--- config.mk ---
export PLATFORM = sky130hd
export DESIGN_NAME = seq_restoring_divider
export DESIGN_NICKNAME = d
export VERILOG_FILES = /design/src/rtl/seq_restoring_divider.sv
export SDC_FILE = /design/constraint.sdc
export NUM_CORES = 1
export LEC_CHECK = 0
export CAP_MARGIN = 20
export CORE_AREA = 4 4 54 56
export DETAILED_ROUTE_END_ITERATION = 7
export DIE_AREA = 0 0 58 60
export GPL_ROUTABILITY_DRIVEN = 0
export GPL_TIMING_DRIVEN = 0
export PLACE_DENSITY = 0.74
export SETUP_SLACK_MARGIN = 0.02
export SLEW_MARGIN = 20
export SYNTH_ARGS = -nofsm -noshare
export SYNTH_HDL_FRONTEND = slang
export SYNTH_SLANG_ARGS = --single-unit
--- constraint.sdc ---
create_clock -name clk -period 3.3 [get_ports clk]
set_clock_uncertainty 0.15 [all_clocks]
set_input_delay 0.66 -clock clk [delete_from_list [all_inputs] [get_ports clk]]
set_output_delay 0.66 -clock clk [all_outputs]
set_load 0.1 [all_outputs]
--- src/rtl/seq_restoring_divider.sv ---
// Multi-cycle unsigned restoring divider: one quotient bit per clock,
// start/busy/done handshake, divide-by-zero flagged without entering RUN.
module seq_restoring_divider #(
    parameter int WIDTH = 4
) (
    input  logic             clk,
    input  logic             rst,
    input  logic             start,
    input  logic [WIDTH-1:0] dividend,
    input  logic [WIDTH-1:0] divisor,
    output logic             busy,
    output logic             done,
    output logic [WIDTH-1:0] quotient,
    output logic [WIDTH-1:0] remainder,
    output logic             div_by_zero
);

    localparam int CNT_W = (WIDTH <= 2) ? 1 : $clog2(WIDTH);
    localparam logic [CNT_W-1:0] LAST = CNT_W'(WIDTH - 1);

    typedef enum logic {IDLE, RUN} state_t;

    state_t state, state_next;

    // The partial remainder never exceeds the divisor after restore, so its
    // top bit is always zero between iterations and is not stored.
    logic [WIDTH-1:0] r_reg, r_next;
    logic [WIDTH-1:0] q_reg, q_next;
    logic [WIDTH-1:0] d_reg, d_next;
    logic [CNT_W-1:0] cnt_reg, cnt_next;
    logic             done_next;
    logic [WIDTH-1:0] quo_next, rem_next;
    logic             dbz_next;

    logic [WIDTH:0] shifted;
    logic [WIDTH:0] trial;

    assign shifted = {r_reg, q_reg[WIDTH-1]};
    assign trial   = shifted - {1'b0, d_reg};
    assign busy    = (state == RUN);

    always_comb begin
        state_next = state;
        r_next     = r_reg;
        q_next     = q_reg;
        d_next     = d_reg;
        cnt_next   = cnt_reg;
        done_next  = 1'b0;
        quo_next   = quotient;
        rem_next   = remainder;
        dbz_next   = div_by_zero;
        case (state)
            IDLE: begin
                if (start) begin
                    if (divisor != '0) begin
                        r_next     = '0;
                        q_next     = dividend;
                        d_next     = divisor;
                        cnt_next   = '0;
                        state_next = RUN;
                    end else begin
                        quo_next  = '1;
                        rem_next  = dividend;
                        dbz_next  = 1'b1;
                        done_next = 1'b1;
                    end
                end
            end
            RUN: begin
                if (!trial[WIDTH]) begin
                    r_next = trial[WIDTH-1:0];
                    q_next = {q_reg[WIDTH-2:0], 1'b1};
                end else begin
                    r_next = shifted[WIDTH-1:0];
                    q_next = {q_reg[WIDTH-2:0], 1'b0};
                end
                cnt_next = cnt_reg + 1'b1;
                if (cnt_reg == LAST) begin
                    quo_next   = q_next;
                    rem_next   = r_next;
                    dbz_next   = 1'b0;
                    done_next  = 1'b1;
                    state_next = IDLE;
                end
            end
            default: state_next = IDLE;
        endcase
    end

    always_ff @(posedge clk) begin
        if (rst) begin
            state       <= IDLE;
            done        <= 1'b0;
            quotient    <= '0;
            remainder   <= '0;
            div_by_zero <= 1'b0;
        end else begin
            state       <= state_next;
            done        <= done_next;
            quotient    <= quo_next;
            remainder   <= rem_next;
            div_by_zero <= dbz_next;
        end
    end

    // Working registers are only meaningful in RUN and are reloaded on entry.
    always_ff @(posedge clk) begin
        r_reg   <= r_next;
        q_reg   <= q_next;
        d_reg   <= d_next;
        cnt_reg <= cnt_next;
    end

endmodule

-- Yosys cells after proc, flatten, opt, wreduce, memory -nomap -nowiden
Cells that the tools add are included.
- register bits: 25
- output and inout port bits: 11
- input port bits: 11
- bitwise gates (word level): 1
- add/subtract/negate cells: 2
- reduce and logical (&&, ||, !) cells: 4
- mux-type cells: 31
- equal/unequal tests: 5
- operators by type and width (cell ; number):
    two-way mux 4 bit ; 11
    one-hot mux 4 bit (2 select lines) ; 4
    two-way mux 1 bit ; 10
    != test 2 bit, second input constant ; 3
    one-hot mux 1 bit (2 select lines) ; 3
    AND reduction 3 bit ; 2
    subtractor 5 x 4 -> 5 bit ; 1
    two-way mux 2 bit ; 2
    one-hot mux 2 bit (2 select lines) ; 1
    nonzero test 4 bit ; 1
    adder 2 x 1 -> 2 bit, second input constant ; 1
    == test 2 bit, second input constant ; 1
    != test 2 x 1 -> 1 bit, second input constant ; 1
    AND reduction 2 bit ; 1
    inverter 1 bit ; 1

-- Logic depth before layout (Yosys ltp)
- word-level depth: 4
- depth in mapped cells: 10
- depth with buffers taken out: 9

-- Worst setup path before layout
Ideal clock, no wire load.
- path type: reg2reg
- from: reg q_reg[3]
- to: reg remainder[0]
- path buffers: 1
- cell stages (with the launch flop): 11
- setup slack: 1027 ps
- arrival: 2045 ps
- library setup time: 77 ps
- cells stage by stage: edfxtp_1 > inv_1 > ha_1 > inv_1 > fa_1 > nand3_1 > a21oi_1 > or2_1 > buf_6 > or3_4 > a41oi_2
- longest elaborated chain between the ends: 4
- ends and longest elaborated chain (element ; line ; RTL):
    from (decl) ; 28 ; logic [WIDTH-1:0] q_reg, q_next;
    from (signal assigned) ; 109 ; q_reg <= q_next;
    subtractor 5 x 4 -> 5 bit ; 39 ; assign trial = shifted - {1'b0, d_reg};
    two-way mux 4 bit * ; 70 ; if (!trial[WIDTH]) begin
    two-way mux 4 bit * ; 78 ; if (cnt_reg == LAST) begin
    one-hot mux 4 bit (2 select lines) * ; 52 ; case (state)
    to (signal assigned) ; 101 ; remainder <= rem_next;
    to (decl) ; 14 ; output logic [WIDTH-1:0] remainder,
Mark *: on every way between the ends. The rest lies on a longest branch, timed or not. The select of a mux whose other input is x is not followed.
A chain may end at the register's enable or synchronous reset.

-- Final worst setup path
- from: reg remainder[1]
- to: out remainder[1]
No word-level cell between the ends.

==> impl_metrics.ini <==
[run_status]
run_status = completed

[yosys]
synth_top_area_cell = edfxtp_1
syn_area_um2 = 1170
synth.top_cell.area_share = 0.359
yosysMostFrequentCell = nand2_1
yosysSeqAreaShare = 0.547
synth_fp_nets = 121
synth.distinct_cells = 32
postSynthAreaPerCell_um2 = 11.3
synth_seq_cells = 25
synth_flop_cell = edfxtp_1
synth_cells = 104
synth_edf_count = 14
ys_warn_count = 0
synthTopCellsByArea = edfxtp_1 (36%), dfxtp_1 (19%), ha_1 (5.3%)
ys_top_cells_by_count = nand2_1 (15), edfxtp_1 (14), dfxtp_1 (11)
async_flop_share = 0

[clocking]
path_clk_slew_ns = 0.14
worstSkewPairLatency_ns = 0.33
cts_root_buf = clkbuf_4
numCtsBuffers = 3
cts_tree = done
h-tree-depth = 1
cts_resized = 0
hold_buffers = 0
cts.path.max_buffers = 2
clock-sinks = 25
cts_setup_buffers = 0

[finish]
final_nets = 147
multi_input_area_um2 = 467
stdcell_count = 159
drive_gt1_frac = 0.124
antennaDiodeCount = 0
nFillCells = 225
area.growth.synth_to_final_pct = 23.6
finish.utilization = 0.595
ff_latch_area_um2 = 641

[floorplan]
fp.dieH_um = 60
core_area_um2 = 2430
dieArea_um2 = 3480
boundaryPins = 22
start_util = 0.481
std_cell_rows = 18
die_x_um = 58

[timing]
finalCriticalPeriod_ns = 2.65
setup_viol_count_final = 0
relSlewSlack = 0.341
timing.hold.ws_ns = 0.319
worst_slew_pin_slew_ns = 0.985
rsz0062_at_grt = no
tns_ns = 0
slew_viol_final = 0
min_period_over_period = 0.802
postLayoutSetupSlackWorst_ns = 0.652
max_freq_mhz = 378
hold_violations = 0

[critical_path]
cp_max_fo = 2
slowest_delay_ns = 1.14
path_class = reg2out
startpoint_type = flip-flop
critPathArrivalTime_ns = 1.84
timing.rr.start = q_reg[3]
path_cells = clkdlybuf4s50_1
cp_slowest_cell = clkdlybuf4s50_1
reg2reg_slack_ns = 0.84
cp-end-kind = primary output
cp.required_ns = 2.49
path_buf_inv = 1
crit_family = buffers and inverters
reg2regPathDepth = 10
cp_num_cells = 1
worst_r2r_endpoint = remainder[0]

[global_routing]
grt_max_degree = 16
antenna_found_initial = 0
grt.overflow.total = 0
grt_first_pass_wirelength_um = 3650
grt_pass1_vias = 829
grt_util_all_layers = 0.139

[route]
post_drt_wl_per_cell_um = 14.5
antenna_left = 0
vias = 865
vias_per_cell = 5.44
first_iter_violations = 17
drtPass1Iterations = 4
finalWirelength_um = 2310
drc_errors = 0

[min_path]
hp-class = reg2reg
whs_path_depth = 2
whs_endpoint = div_by_zero
holdCritStartpoint = div_by_zero

[place]
io_buffers = 21
hpwl_um = 1740
place_ws_ns = 0.654
dp.cells = 155

[power]
ir_drop_mv = 0.322
p_per_area_nw_per_um2 = 514
leakage_nw = 0.586

[flow_run]
max_cap_violations = 0
[cell families (layout without fill, tap and decap cells)]
family                     count (synthesis)  in the layout  synth area share
buffers and inverters                     14             39            0.0545
AOI/OAI and AO/OA                         24             24             0.161
and+or+nand+nor                           33             33             0.151
xor gates and xnor gates                   1              1           0.00748
muxes                                      1              1           0.00855
adders and majority gates                  6              6            0.0705
DFF                                       25             25             0.547
[report_power, final]
part | internal (mW) | total (mW) | switching (mW)
sequential | 0.364 | 0.379 | 0.0149
combinational | 0.0807 | 0.218 | 0.137
clock | 0.0474 | 0.147 | 0.0998
total | 0.492 | 0.744 | 0.252
[cells in the final DEF (no fill, tap or decap), types with 3 or more instances in the layout]
cell	count
clkdlybuf4s50_1	21
o221a_2	5
dfxtp_1	11
edfxtp_1	14
ha_1	5
nor2_1	4
nand3_1	4
clkbuf_4	3
inv_1	10
a21oi_1	4
o21ai_0	8
nand2_1	15
[how the worst max path moves through the flow]
stage | from | to | slack (ns)
global placement | divisor[1] | remainder[0] | 0.68
global route | quotient[3] | quotient[3] | 0.61
detailed placement | divisor[1] | remainder[0] | 0.65
floorplan | q_reg[3] | remainder[0] | 1.03
finish | remainder[1] | remainder[1] | 0.65
CTS | remainder[1] | remainder[1] | 0.64
[per-stage QoR]
stage,area (um^2),total power [mW]
2_1_floorplan,1170,0.547
3_3_place_gp,1420,0.597
3_5_place_dp,1420,0.603
4_1_cts,1450,0.748
5_1_grt,1450,0.775
6_report,1450,0.744
[metal layers]
metal  vias to the layer above  GRT usage  wire length [um]
li1                        426          -                 -
met1                       419      0.173              1030
met2                        15      0.240              1130
met3                         5     0.0216                88
met4                         0     0.0596                53
met5                         -          0                 0
[cell type report]
class / instances / share of cell area
buffer: 4 / 0.0182
clock buffer: 3 / 0.0156
clock inverter: 1 / 0.00432
inverter: 10 / 0.0259
multi-input combinational: 65 / 0.322
sequential: 25 / 0.443
tap: 30 / 0.0259
timing repair buffer: 21 / 0.145
[tightest hold or removal path: cells and delay by family (launching register included)]
kind            cells  cell delay (ns)
simple gates        1             0.05
compound gates      1             0.05
flops               1             0.34
(Power assumes the default switching activity.)
